--- src/rtl/coreuart_host_ctrl.sv ---
// coreuart_host_ctrl
// Host-side front end for a CoreUART instance. Transmit bytes arrive on a
// valid/ready stream and become single-cycle UART writes. Received bytes are
// drained on RXRDY into a 2-entry buffer together with their parity and
// framing status. A single FSM owns the shared chip-select, and an 8-bit
// saturating counter records OVERFLOW rising edges.
module coreuart_host_ctrl #(
    parameter int unsigned GUARD_CYCLES = 3
) (
    input  logic       CLK,
    input  logic       RESET_N,

    // transmit stream
    input  logic [7:0] tx_data,
    input  logic       tx_valid,
    output logic       tx_ready,

    // receive stream
    output logic [7:0] rx_data,
    output logic       rx_perr,
    output logic       rx_ferr,
    output logic       rx_valid,
    input  logic       rx_ready,

    // overflow statistics
    output logic [7:0] ovf_cnt,
    input  logic       ovf_clr,

    // CoreUART strobe interface
    output logic       CSN,
    output logic       WEN,
    output logic       OEN,
    output logic [7:0] DATA_IN,
    input  logic [7:0] DATA_OUT,
    input  logic       TXRDY,
    input  logic       RXRDY,
    input  logic       PARITY_ERR,
    input  logic       FRAMING_ERR,
    input  logic       OVERFLOW
);

    // The guard counter only has to hold GUARD_CYCLES-1; keep it at least 1 bit wide.
    localparam int unsigned GW = (GUARD_CYCLES > 1) ? $clog2(GUARD_CYCLES) : 1;
    localparam logic [GW-1:0] GUARD_LOAD = GW'(GUARD_CYCLES - 1);

    typedef enum logic [1:0] {
        IDLE  = 2'd0,
        WR    = 2'd1,
        RD    = 2'd2,
        GUARD = 2'd3
    } state_t;

    state_t         state;
    logic [GW-1:0]  guard_cnt;

    // rx buffer storage: {framing, parity, data} per entry
    logic [9:0]     buf_mem [2];
    logic           wr_ptr;
    logic           rd_ptr;
    logic [1:0]     buf_count;

    logic           buf_has_room;
    logic           rd_go;
    logic           wr_go;
    logic           push;
    logic           pop;
    logic [9:0]     head;

    logic           ovf_prev;
    logic           ovf_edge;

    // Arbitration decisions taken in IDLE; receive always wins over transmit
    // so that the UART receive holding register is drained promptly.
    always_comb begin
        buf_has_room = (buf_count != 2'd2);
        rd_go        = (state == IDLE) && RXRDY && buf_has_room;
        wr_go        = (state == IDLE) && !rd_go && tx_valid && TXRDY;
        tx_ready     = RESET_N && wr_go;
    end

    // Access sequencer: IDLE -> (WR | RD) -> GUARD -> IDLE, with registered strobes.
    always_ff @(posedge CLK) begin
        if (!RESET_N) begin
            state     <= IDLE;
            guard_cnt <= '0;
            CSN       <= 1'b1;
            WEN       <= 1'b1;
            OEN       <= 1'b1;
            DATA_IN   <= 8'h00;
        end else begin
            case (state)
                IDLE: begin
                    if (rd_go) begin
                        state <= RD;
                        CSN   <= 1'b0;
                        OEN   <= 1'b0;
                        WEN   <= 1'b1;
                    end else if (wr_go) begin
                        state   <= WR;
                        CSN     <= 1'b0;
                        WEN     <= 1'b0;
                        OEN     <= 1'b1;
                        DATA_IN <= tx_data;
                    end else begin
                        CSN <= 1'b1;
                        WEN <= 1'b1;
                        OEN <= 1'b1;
                    end
                end
                WR, RD: begin
                    state     <= GUARD;
                    guard_cnt <= GUARD_LOAD;
                    CSN       <= 1'b1;
                    WEN       <= 1'b1;
                    OEN       <= 1'b1;
                end
                GUARD: begin
                    CSN <= 1'b1;
                    WEN <= 1'b1;
                    OEN <= 1'b1;
                    if (guard_cnt == '0) begin
                        state <= IDLE;
                    end else begin
                        guard_cnt <= guard_cnt - GW'(1);
                    end
                end
                default: begin
                    state <= IDLE;
                    CSN   <= 1'b1;
                    WEN   <= 1'b1;
                    OEN   <= 1'b1;
                end
            endcase
        end
    end

    // The byte is captured at the end of the RD cycle, when DATA_OUT is valid.
    always_comb begin
        push = (state == RD);
        pop  = rx_ready && (buf_count != 2'd0);
        head = buf_mem[rd_ptr];
    end

    // Two-entry circular rx buffer; simultaneous push and pop keeps the count.
    always_ff @(posedge CLK) begin
        if (!RESET_N) begin
            buf_mem[0] <= '0;
            buf_mem[1] <= '0;
            wr_ptr     <= 1'b0;
            rd_ptr     <= 1'b0;
            buf_count  <= 2'd0;
        end else begin
            if (push) begin
                buf_mem[wr_ptr] <= {FRAMING_ERR, PARITY_ERR, DATA_OUT};
                wr_ptr          <= ~wr_ptr;
            end
            if (pop) begin
                rd_ptr <= ~rd_ptr;
            end
            case ({push, pop})
                2'b10:   buf_count <= buf_count + 2'd1;
                2'b01:   buf_count <= buf_count - 2'd1;
                default: buf_count <= buf_count;
            endcase
        end
    end

    // Head-of-buffer view; fields read as zero while the buffer is empty.
    always_comb begin
        rx_valid = (buf_count != 2'd0);
        rx_data  = rx_valid ? head[7:0] : 8'h00;
        rx_perr  = rx_valid ? head[8]   : 1'b0;
        rx_ferr  = rx_valid ? head[9]   : 1'b0;
    end

    assign ovf_edge = OVERFLOW && !ovf_prev;

    // Saturating count of OVERFLOW rising edges; a clear beats a coincident edge.
    always_ff @(posedge CLK) begin
        if (!RESET_N) begin
            ovf_prev <= 1'b0;
            ovf_cnt  <= 8'h00;
        end else begin
            ovf_prev <= OVERFLOW;
            if (ovf_clr) begin
                ovf_cnt <= 8'h00;
            end else if (ovf_edge && (ovf_cnt != 8'hFF)) begin
                ovf_cnt <= ovf_cnt + 8'h01;
            end
        end
    end

endmodule

--- config.mk ---
export PLATFORM = sky130hd
export DESIGN_NAME = coreuart_host_ctrl
export DESIGN_NICKNAME = d
export VERILOG_FILES = /design/src/rtl/coreuart_host_ctrl.sv
export SDC_FILE = /design/constraint.sdc
export NUM_CORES = 1
export LEC_CHECK = 0
export ABC_AREA = 1
export CAP_MARGIN = 20
export CORE_AREA = 2 2 64 90
export DETAILED_ROUTE_END_ITERATION = 6
export DIE_AREA = 0 0 66 92
export PLACE_DENSITY_LB_ADDON = 0.05
export SYNTH_ARGS = -nofsm -noshare
export SYNTH_HDL_FRONTEND = slang
export SYNTH_SLANG_ARGS = --single-unit
--- constraint.sdc ---
create_clock -name CLK -period 1.6 [get_ports CLK]
set_clock_uncertainty 0.1 [all_clocks]
set_input_delay 0.48 -clock CLK [delete_from_list [all_inputs] [get_ports CLK]]
set_output_delay 0.48 -clock CLK [all_outputs]
set_load 0.1 [all_outputs]
==> flow_metrics.py, run 1 <==
metrics = {
    "sta": {
        "rsz0062_at_grt": "true",
        "period_minus_slack_ns": 2.09,
        "fin_crit_sh_pct": 130,
        "slew_viol_final": 0,
        "tightestPinTransition_ns": 0.262,
        "setup_ws_ns": -0.486,
        "max_slew_margin_pct": 82.4,
        "fmaxAchievable_mhz": 479,
        "hold_viol": 0,
        "setup-violations-final": 16,
    },
    "synth": {
        "synth_common_cells": "nand2_1 (57), nor2_1 (53), inv_1 (35), dfxtp_1 (29), a21oi_1 (21)",
        "synth_top_area_cell": "edfxtp_1",
        "syn_area_mm2": 0.00224,
        "avgSynthCellArea_um2": 8.14,
        "synthArstFlopShare_pct": 0,
        "synth-edff-count": 20,
        "synth_most_common_cell": "nand2_1",
        "syn-num-nets": 308,
        "synth.area.top_cells": "edfxtp_1 (27%), dfxtp_1 (26%), nand2_1 (9.6%), nor2_1 (8.9%), inv_1 (5.9%)",
        "ys_warn_count": 0,
        "synthFlopType": "dfxtp_1",
        "netlist_instances": 275,
        "synth_cell_types": 22,
        "synth-seq-cells": 49,
        "yosysSeqAreaShare_pct": 52.8,
        "yosysTopAreaCellShare_pct": 26.8,
    },
    "clocking": {
        "cts.sink_count": 49,
        "cts_tree": "yes",
        "insertion_delay_ns": 0.30,
        "clockBufferDepth": 2,
        "cts_made_buffers": 5,
        "cts_htree_levels": 2,
        "cts_hold_buf": 0,
        "cts.clk_slew.worst_paths_ns": 0.09,
        "clockRootBuffer": "clkbuf_8",
    },
    "worst_setup_path": {
        "r2r_end": "buf_count[1]",
        "cp_max_fo": 3,
        "reg2reg_slack_ns": -0.28,
        "reg2reg_depth": 13,
        "rr_startpoint": "buf_count[0]",
        "cpLargestDelayFamily": "buffers and inverters",
        "start_kind": "flop",
        "worstPathRequired_ns": 1.02,
        "slowest_stage": "dfxtp_2",
        "path_class": "reg2out",
        "crit_path_end_kind": "output pin",
        "crit_buf_inv": 5,
        "critPathMaxStageDelay_ns": 0.34,
        "crit_arrival_ns": 1.51,
        "path_cells": "inv_2 > ha_4 > nand2_1 > inv_1 > nand2_2 > inv_2 > nor2_4 > inv_4 > nor2_4 > buf_12",
    },
    "die": {
        "die_h_um": 92,
        "io-pin-count": 57,
        "dieArea_mm2": 0.00607,
        "placeableCoreArea_mm2": 0.00537,
        "row_count": 32,
        "start_util_pct": 41.7,
        "die_x_um": 66,
    },
    "global_routing": {
        "overflow": 0,
        "grt_pass1_vias": 2055,
        "grt.total_usage_pct": 18.4,
        "grt_max_degree": 17,
        "grt_pass1_wl_um": 8770,
        "antenna_found_initial": 0,
    },
    "placement": {
        "io_buffers": 56,
        "gp_congestion": 0.796,
        "hpwl_um": 3900,
        "place_inst": 413,
        "placed_cell_area_mm2": 0.00352,
    },
    "cells_and_area": {
        "fin_area_mm2": 0.00379,
        "antenna_cells": 0,
        "finish.utilization_pct": 70.6,
        "area_growth_syn_to_layout_pct": 69.4,
        "drive_gt1_share_pct": 34.7,
        "finalNonFillerCells": 434,
        "fillers": 416,
        "nNetsFinal": 398,
    },
    "hold_path": {
        "holdPathEnd": "wr_ptr",
        "holdPathStages": 2,
        "min_from": "wr_ptr",
        "hp-class": "reg2reg",
    },
    "job": {
        "drv_cap": 0,
    },
    "routing": {
        "ant_nets": 0,
        "wl_per_cell_um": 12.2,
        "drt-total-wl_um": 5280,
        "drc_errors": 0,
        "vias": 2037,
        "drt-initial-drc-count": 57,
        "via_per_inst": 4.69,
        "firstDrtPassIters": 4,
    },
    "power": {
        "p_per_area_mw_per_mm2": 1610,
        "p_leak_nw": 1.57,
        "vdd_ir_drop_max_v": 0.000868,
        "power.total_mw": 6.10,
    },
    "run_status": {
        "violations": "negative setup slack",
        "status": "complete, but fails checks",
    },
}
## layer usage
metal	vias to the layer above	GRT usage, %	routed length (um)
met5	-	0	0
met4	0	7.65	105
met3	10	2.45	152
met2	39	36.2	3070
met1	947	18.6	1950
li1	1041	-	-
## repair_timing
action                     in CTS  in global routing
gates cloned                    1                  1
setup endpoints to repair      31                 31
setup buffers                   9                  3
pin swaps                       9                  3
gates resized for setup        18                 15
## worst register-to-register path: stages, from the launching register on
cell	delay [ns]
dfxtp_4	0.36
buf_6	0.11
nor2_4	0.10
buf_6	0.13
buf_6	0.10
clkinvlp_4	0.10
buf_6	0.13
nand2_2	0.05
inv_2	0.05
ha_4	0.15
xor2_1	0.14
nand2_1	0.10
o21ai_2	0.12
a21oi_1	0.05
## metrics by stage
stage / hold slack (ns) / setup TNS (ns) / setup WS (ns)
2_1_floorplan: 0.331 / -2.72 / -0.472
3_3_place_gp: 0.342 / -13.65 / -0.587
3_5_place_dp: 0.359 / -14.37 / -0.593
4_1_cts: 0.393 / -4.85 / -0.506
5_1_grt: 0.419 / -6.04 / -0.581
6_report: 0.408 / -4.93 / -0.486
## flip-flops by register name, indices dropped and copies added (netlist names), named ones only
signal     flops
CSN            1
DATA_IN        8
OEN            1
WEN            1
buf_count      2
buf_mem       20
guard_cnt      2
ovf_cnt        8
ovf_prev       1
rd_ptr         1
state          2
wr_ptr         1
## cells in the final DEF, fill, tap and decap left out, types with 3 or more instances in the layout
| cell type | n |
|---|---|
| a21oi_1 | 9 |
| a21oi_4 | 10 |
| buf_12 | 34 |
| buf_4 | 21 |
| buf_6 | 9 |
| clkbuf_8 | 5 |
| clkdlybuf4s50_1 | 22 |
| clkinvlp_4 | 3 |
| dfxtp_1 | 16 |
| dfxtp_2 | 10 |
| dfxtp_4 | 3 |
| dlygate4sd2_1 | 3 |
| edfxtp_1 | 20 |
| ha_1 | 5 |
| inv_1 | 29 |
| inv_2 | 8 |
| nand2_1 | 53 |
| nand2_2 | 5 |
| nand2_4 | 3 |
| nand3_1 | 8 |
| nor2_1 | 51 |
| nor2_4 | 5 |
| o21ai_0 | 13 |
| xor2_1 | 4 |
## layout make-up
| cell class | count | area, um2 | share of cell area [%] |
|---|---|---|---|
| Multi-Input combinational cell | 180 | 1070 | 28.2 |
| Inverter | 40 | 158 | 4.16 |
| Clock buffer | 6 | 72.6 | 1.92 |
| Timing Repair Buffer | 89 | 1190 | 31.3 |
| Tap cell | 68 | 85.1 | 2.25 |
| Clock inverter | 2 | 15.0 | 0.396 |
| Sequential cell | 49 | 1200 | 31.8 |
## where the power goes
part           total [mW]  leakage (nW)  switching, mW  internal (mW)
Combinational        3.73          1.09           2.20           1.53
Clock               0.709        0.0374          0.400          0.308
Sequential           1.66         0.451          0.136           1.52
## how the worst max path moves through the flow
stage | startpoint | endpoint | slack, ns | cells past startpoint
4_1_cts | state[0] | tx_ready | -0.51 | 10
3_3_place_gp | RXRDY | tx_ready | -0.59 | 9
3_5_place_dp | RXRDY | tx_ready | -0.59 | 9
5_1_grt | state[0] | tx_ready | -0.58 | 10
2_1_floorplan | state[1] | tx_ready | -0.47 | 9
6_report | state[0] | tx_ready | -0.49 | 10
## cells by family (layout without fill, tap and decap cells)
group,after synthesis,after routing,synth area share [%]
AOI/OAI and AO/OA,39,39,8.84
and+or+nand+nor,130,130,24.9
adders and majority gates,7,7,3.91
buffers and inverters,46,137,8.00
DFF,49,49,52.8
xor gates and xnor gates,4,4,1.57
Note: power is estimated with default switching activity, not from simulation.
==> inputs of run 2 (changes only) <==
--- a/config.mk
+++ b/config.mk
@@ -11,6 +11,7 @@
 export DETAILED_ROUTE_END_ITERATION = 6
 export DIE_AREA = 0 0 66 92
 export PLACE_DENSITY_LB_ADDON = 0.05
+export REMOVE_ABC_BUFFERS = 1
 export SYNTH_ARGS = -nofsm -noshare
 export SYNTH_HDL_FRONTEND = slang
 export SYNTH_SLANG_ARGS = --single-unit
==> flow_metrics.py, run 2 (same netlist as run 1, synthesis figures left out) <==
metrics = {
    "run_status": {
        "status": "complete, but fails checks",
        "violations": "negative setup slack",
    },
    "worst_setup_path": {
        "reg2reg_slack_ns": -0.04,
        "start_kind": "flop",
        "rr_startpoint": "buf_count[1]",
        "cp_max_fo": 3,
        "crit_arrival_ns": 1.53,
        "reg2reg_depth": 11,
        "crit_top_cell": "nor2_4",
        "path_class": "reg2out",
        "worstPathRequired_ns": 1.02,
        "r2r_end": "buf_count[1]",
        "slowest_stage": "dfxtp_2",
        "crit_buf_inv": 4,
        "cpLargestDelayFamily": "buffers and inverters",
        "path_cells": "inv_2 > ha_4 > buf_6 > nand3_4 > nor2_4 > inv_4 > nor2_4 > buf_12",
        "crit_path_end_kind": "output pin",
        "critPathMaxStageDelay_ns": 0.33,
    },
    "global_routing": {
        "grt_max_degree": 18,
        "grt_pass1_vias": 2084,
        "antenna_found_initial": 0,
        "grt.total_usage_pct": 19.1,
        "grt_pass1_wl_um": 9050,
        "overflow": 0,
    },
    "clocking": {
        "clockRootBuffer": "clkbuf_8",
        "cts_made_buffers": 5,
        "cts.clk_slew.worst_paths_ns": 0.09,
        "cts_htree_levels": 2,
        "cts_tree": "yes",
        "cts.sink_count": 49,
        "insertion_delay_ns": 0.30,
        "clockBufferDepth": 2,
    },
    "routing": {
        "wl_per_cell_um": 12.8,
        "firstDrtPassIters": 4,
        "drc_errors": 0,
        "drt-initial-drc-count": 56,
        "ant_nets": 0,
        "drt-total-wl_um": 5640,
        "via_per_inst": 4.69,
        "vias": 2072,
    },
    "cells_and_area": {
        "regMostFlops": "buf_mem",
        "reg_top3": "buf_mem (20), DATA_IN (8), ovf_cnt (8)",
        "largest_register_ffs": 20,
        "fillers": 394,
        "multi_input_area_mm2": 0.00108,
        "layout_common_cells": "nand2_1 (51), nor2_1 (49), buf_12 (36)",
        "drive_gt1_share_pct": 35.8,
        "regArea_mm2": 0.00120,
        "antenna_cells": 0,
        "area_growth_syn_to_layout_pct": 74.7,
        "final_common_cell": "nand2_1",
        "nNetsFinal": 406,
    },
    "placement": {
        "io_buffers": 56,
        "hpwl_um": 3710,
        "gp_congestion": 0.779,
    },
    "die": {
        "placeableCoreArea_mm2": 0.00537,
        "row_count": 32,
        "dieArea_mm2": 0.00607,
        "io-pin-count": 57,
        "die_x_um": 66,
        "die_h_um": 92,
        "start_util_pct": 41.7,
    },
    "sta": {
        "whs_ns": 0.405,
        "max_slew_margin_pct": 84.4,
        "fin_crit_sh_pct": 132,
        "slew_viol_final": 0,
        "finalSetupTns_ns": -3.78,
        "fmaxAchievable_mhz": 475,
        "period_minus_slack_ns": 2.11,
        "tightestPinTransition_ns": 0.234,
        "hold_viol": 0,
        "rsz0062_at_grt": "true",
        "setup_ws_ns": -0.506,
        "setup-violations-final": 13,
    },
    "hold_path": {
        "holdPathStages": 1,
        "hp-class": "reg2reg",
        "min_from": "rd_ptr",
    },
    "power": {
        "p_leak_nw": 1.66,
        "power.total_mw": 6.40,
        "vdd_ir_drop_max_v": 0.000952,
        "p_per_area_mw_per_mm2": 1640,
    },
    "job": {
        "drv_cap": 0,
    },
}
## run 2: worst reg2reg max path, delay by kind of cell, from the launching register on
family / cells / cell delay, ns
fa+ha+maj: 1 / 0.16
flops: 1 / 0.33
simple gates: 3 / 0.26
xor+xnor: 1 / 0.13
compound gates: 2 / 0.17
buf+inv: 4 / 0.39
## run 2: worst max path at each step
stage / from / to / slack, ns / depth (start not counted)
after floorplan: flop / rx_data[0] / -1.03 / 3
after global placement: TXRDY / tx_ready / -0.57 / 6
after detailed placement: tx_valid / tx_ready / -0.58 / 6
after CTS: state[1] / tx_ready / -0.56 / 10
after global routing: state[1] / tx_ready / -0.59 / 10
final: state[0] / tx_ready / -0.51 / 8
## run 2: stage by stage
| stage | util (%) | instances | cell area, um2 | worst slack, ns |
|---|---|---|---|---|
| 2_1_floorplan | - | 269 | 2210 | -1.03 |
| 3_3_place_gp | 63.4 | 419 | 3400 | -0.574 |
| 3_5_place_dp | 63.4 | 419 | 3400 | -0.579 |
| 4_1_cts | 69.2 | 437 | 3710 | -0.562 |
| 5_1_grt | 72.9 | 442 | 3910 | -0.586 |
| 6_report | 72.9 | 442 | 3910 | -0.506 |
## run 2: routing by layer
metal	share of wire [%]	routed length (um)	vias to the layer above	GRT usage (%)
li1	-	-	1058	-
met1	37	2100	965	19.6
met2	57	3240	43	36.6
met3	3.9	220	6	4.29
met4	1.3	76	0	6.63
met5	0	0	-	0
## run 2: final cells by class
class	instances	area share [%]
inverter	40	4.42
timing repair buffer	97	32.3
clock buffer	5	1.76
clock inverter	3	1.06
sequential	49	30.6
tap	68	2.18
multi-input combinational	180	27.7
## run 2: repair_timing
| item | CTS | global route |
|---|---|---|
| setup endpoints to repair | 15 | 40 |
| pin swaps | 19 | 11 |
| gates resized for setup | 46 | 38 |
| hold buffers | 0 | 0 |
| buffers inserted | 9 | 5 |
| cloned | 1 | 0 |
## run 2: power breakdown
| group | switching, mW | leakage, nW | internal (mW) |
|---|---|---|---|
| combinational | 2.27 | 1.16 | 1.57 |
| sequential | 0.143 | 0.448 | 1.53 |
| clock | 0.420 | 0.0518 | 0.460 |
| total | 2.83 | 1.66 | 3.56 |
==> inputs of run 3 (changes only) <==
--- a/config.mk
+++ b/config.mk
@@ -7,9 +7,9 @@
 export LEC_CHECK = 0
 export ABC_AREA = 1
 export CAP_MARGIN = 20
-export CORE_AREA = 2 2 64 90
+export CORE_AREA = 2 2 75 77
 export DETAILED_ROUTE_END_ITERATION = 6
-export DIE_AREA = 0 0 66 92
+export DIE_AREA = 0 0 77 79
 export PLACE_DENSITY_LB_ADDON = 0.05
 export REMOVE_ABC_BUFFERS = 1
 export SYNTH_ARGS = -nofsm -noshare
==> flow_metrics.py, run 3 (same netlist as run 1, synthesis figures left out) <==
metrics = {
    "run_status": {
        "status": "complete, but fails checks",
        "violations": "negative setup slack",
    },
    "power": {
        "power.total_mw": 6.46,
        "p_leak_nw": 1.74,
        "p_per_area_mw_per_mm2": 1620,
        "vdd_ir_drop_max_v": 0.00119,
    },
    "hold_path": {
        "holdPathStages": 1,
        "min_from": "rd_ptr",
        "hp-class": "reg2reg",
    },
    "global_routing": {
        "grt_pass1_wl_um": 8380,
        "antenna_found_initial": 0,
        "grt.total_usage_pct": 17.2,
        "grt_max_degree": 17,
        "grt_pass1_vias": 1963,
        "overflow": 0,
    },
    "placement": {
        "io_buffers": 56,
        "gp_congestion": 0.767,
        "hpwl_um": 3600,
    },
    "die": {
        "io-pin-count": 57,
        "die_x_um": 77,
        "placeableCoreArea_mm2": 0.00534,
        "start_util_pct": 41.9,
        "dieArea_mm2": 0.00608,
        "row_count": 27,
        "die_h_um": 79,
    },
    "clocking": {
        "cts.clk_slew.worst_paths_ns": 0.08,
        "cts_made_buffers": 5,
        "clockBufferDepth": 2,
        "clockRootBuffer": "clkbuf_8",
        "cts.sink_count": 49,
        "insertion_delay_ns": 0.30,
        "cts_htree_levels": 2,
        "cts_tree": "yes",
    },
    "sta": {
        "setup-violations-final": 12,
        "setup_ws_ns": -0.495,
        "fmaxAchievable_mhz": 477,
        "fin_crit_sh_pct": 131,
        "finalSetupTns_ns": -3.51,
        "tightestPinTransition_ns": 0.236,
        "rsz0062_at_grt": "true",
        "max_slew_margin_pct": 84.2,
        "hold_viol": 0,
        "slew_viol_final": 0,
        "period_minus_slack_ns": 2.10,
    },
    "cells_and_area": {
        "nNetsFinal": 411,
        "reg_top3": "buf_mem (20), DATA_IN (8), ovf_cnt (8)",
        "area_growth_syn_to_layout_pct": 78.0,
        "largest_register_ffs": 20,
        "drive_gt1_share_pct": 37.7,
        "antenna_cells": 0,
        "regMostFlops": "buf_mem",
        "final_common_cell": "nor2_1",
        "layout_common_cells": "nor2_1 (51), nand2_1 (43), buf_12 (36)",
    },
    "job": {
        "drv_cap": 0,
    },
    "worst_setup_path": {
        "cp_max_fo": 3,
        "crit_arrival_ns": 1.52,
        "reg2reg_depth": 11,
        "rr_startpoint": "state[0]",
        "r2r_end": "state[0]",
        "reg2reg_slack_ns": 0.06,
        "start_kind": "flop",
        "worstPathRequired_ns": 1.02,
        "crit_path_end_kind": "output pin",
        "path_class": "reg2out",
    },
    "routing": {
        "drc_errors": 0,
        "drt-initial-drc-count": 87,
        "wl_per_cell_um": 11.8,
        "vias": 2090,
        "ant_nets": 0,
        "firstDrtPassIters": 4,
        "via_per_inst": 4.63,
        "drt-total-wl_um": 5320,
    },
}
==> run 3: per-stage QoR <==
step	setup WS (ns)	hold WS [ns]	instances	area [um2]	utilization, %
after floorplan	-1.03	0.325	269	2210	-
after global placement	-0.571	0.339	423	3390	63.5
after detailed placement	-0.579	0.348	423	3390	63.5
after CTS	-0.557	0.353	440	3760	70.5
after global routing	-0.576	0.378	451	3980	74.6
final	-0.495	0.356	451	3980	74.6
==> run 3: worst max-delay path by stage <==
stage                         from    endpoint  slack [ns]  cells past startpoint
final                     state[0]    tx_ready       -0.50                      8
after global routing      state[0]    tx_ready       -0.58                      8
after CTS                 state[1]    tx_ready       -0.56                     10
after detailed placement  tx_valid    tx_ready       -0.58                      6
after global placement       TXRDY    tx_ready       -0.57                      6
after floorplan               flop  rx_data[0]       -1.03                      3
==> run 3: layout make-up <==
cell class	instances	area, um2
Tap cell	72	90.1
Inverter	40	165
Clock inverter	2	33.8
Multi-Input combinational cell	180	1120
Sequential cell	49	1200
Fill cell	393	1360
Timing Repair Buffer	102	1310
Clock buffer	6	72.6
==> run 3: timing repair <==
item / CTS / global route
endpoints found under the setup margin: 17 / 39
hold buffers: 0 / 0
pin swaps: 13 / 15
setup buffers: 9 / 13
resized for setup: 49 / 36
==> run 3: routing by layer <==
layer  part of all wire [%]  track usage (%)  vias up
met2                     52             31.9       45
met4                   0.66             3.75        0
met3                    5.0             5.45        4
li1                       -                -     1070
met5                      0                0        -
met1                     42             19.2      971
==> run 3: where the power goes <==
group	internal, mW	switching [mW]	total (mW)
Clock	0.462	0.390	0.852
Combinational	1.67	2.25	3.92
Sequential	1.53	0.155	1.69
==> run 3: critical path, stage by stage (launching register included) <==
cell and delay [ns]:
dfxtp_2 0.33, inv_2 0.07, ha_4 0.15, buf_6 0.10, nand3_4 0.08, nor2_4 0.14, inv_4 0.05, nor2_4 0.11
buf_12 0.18
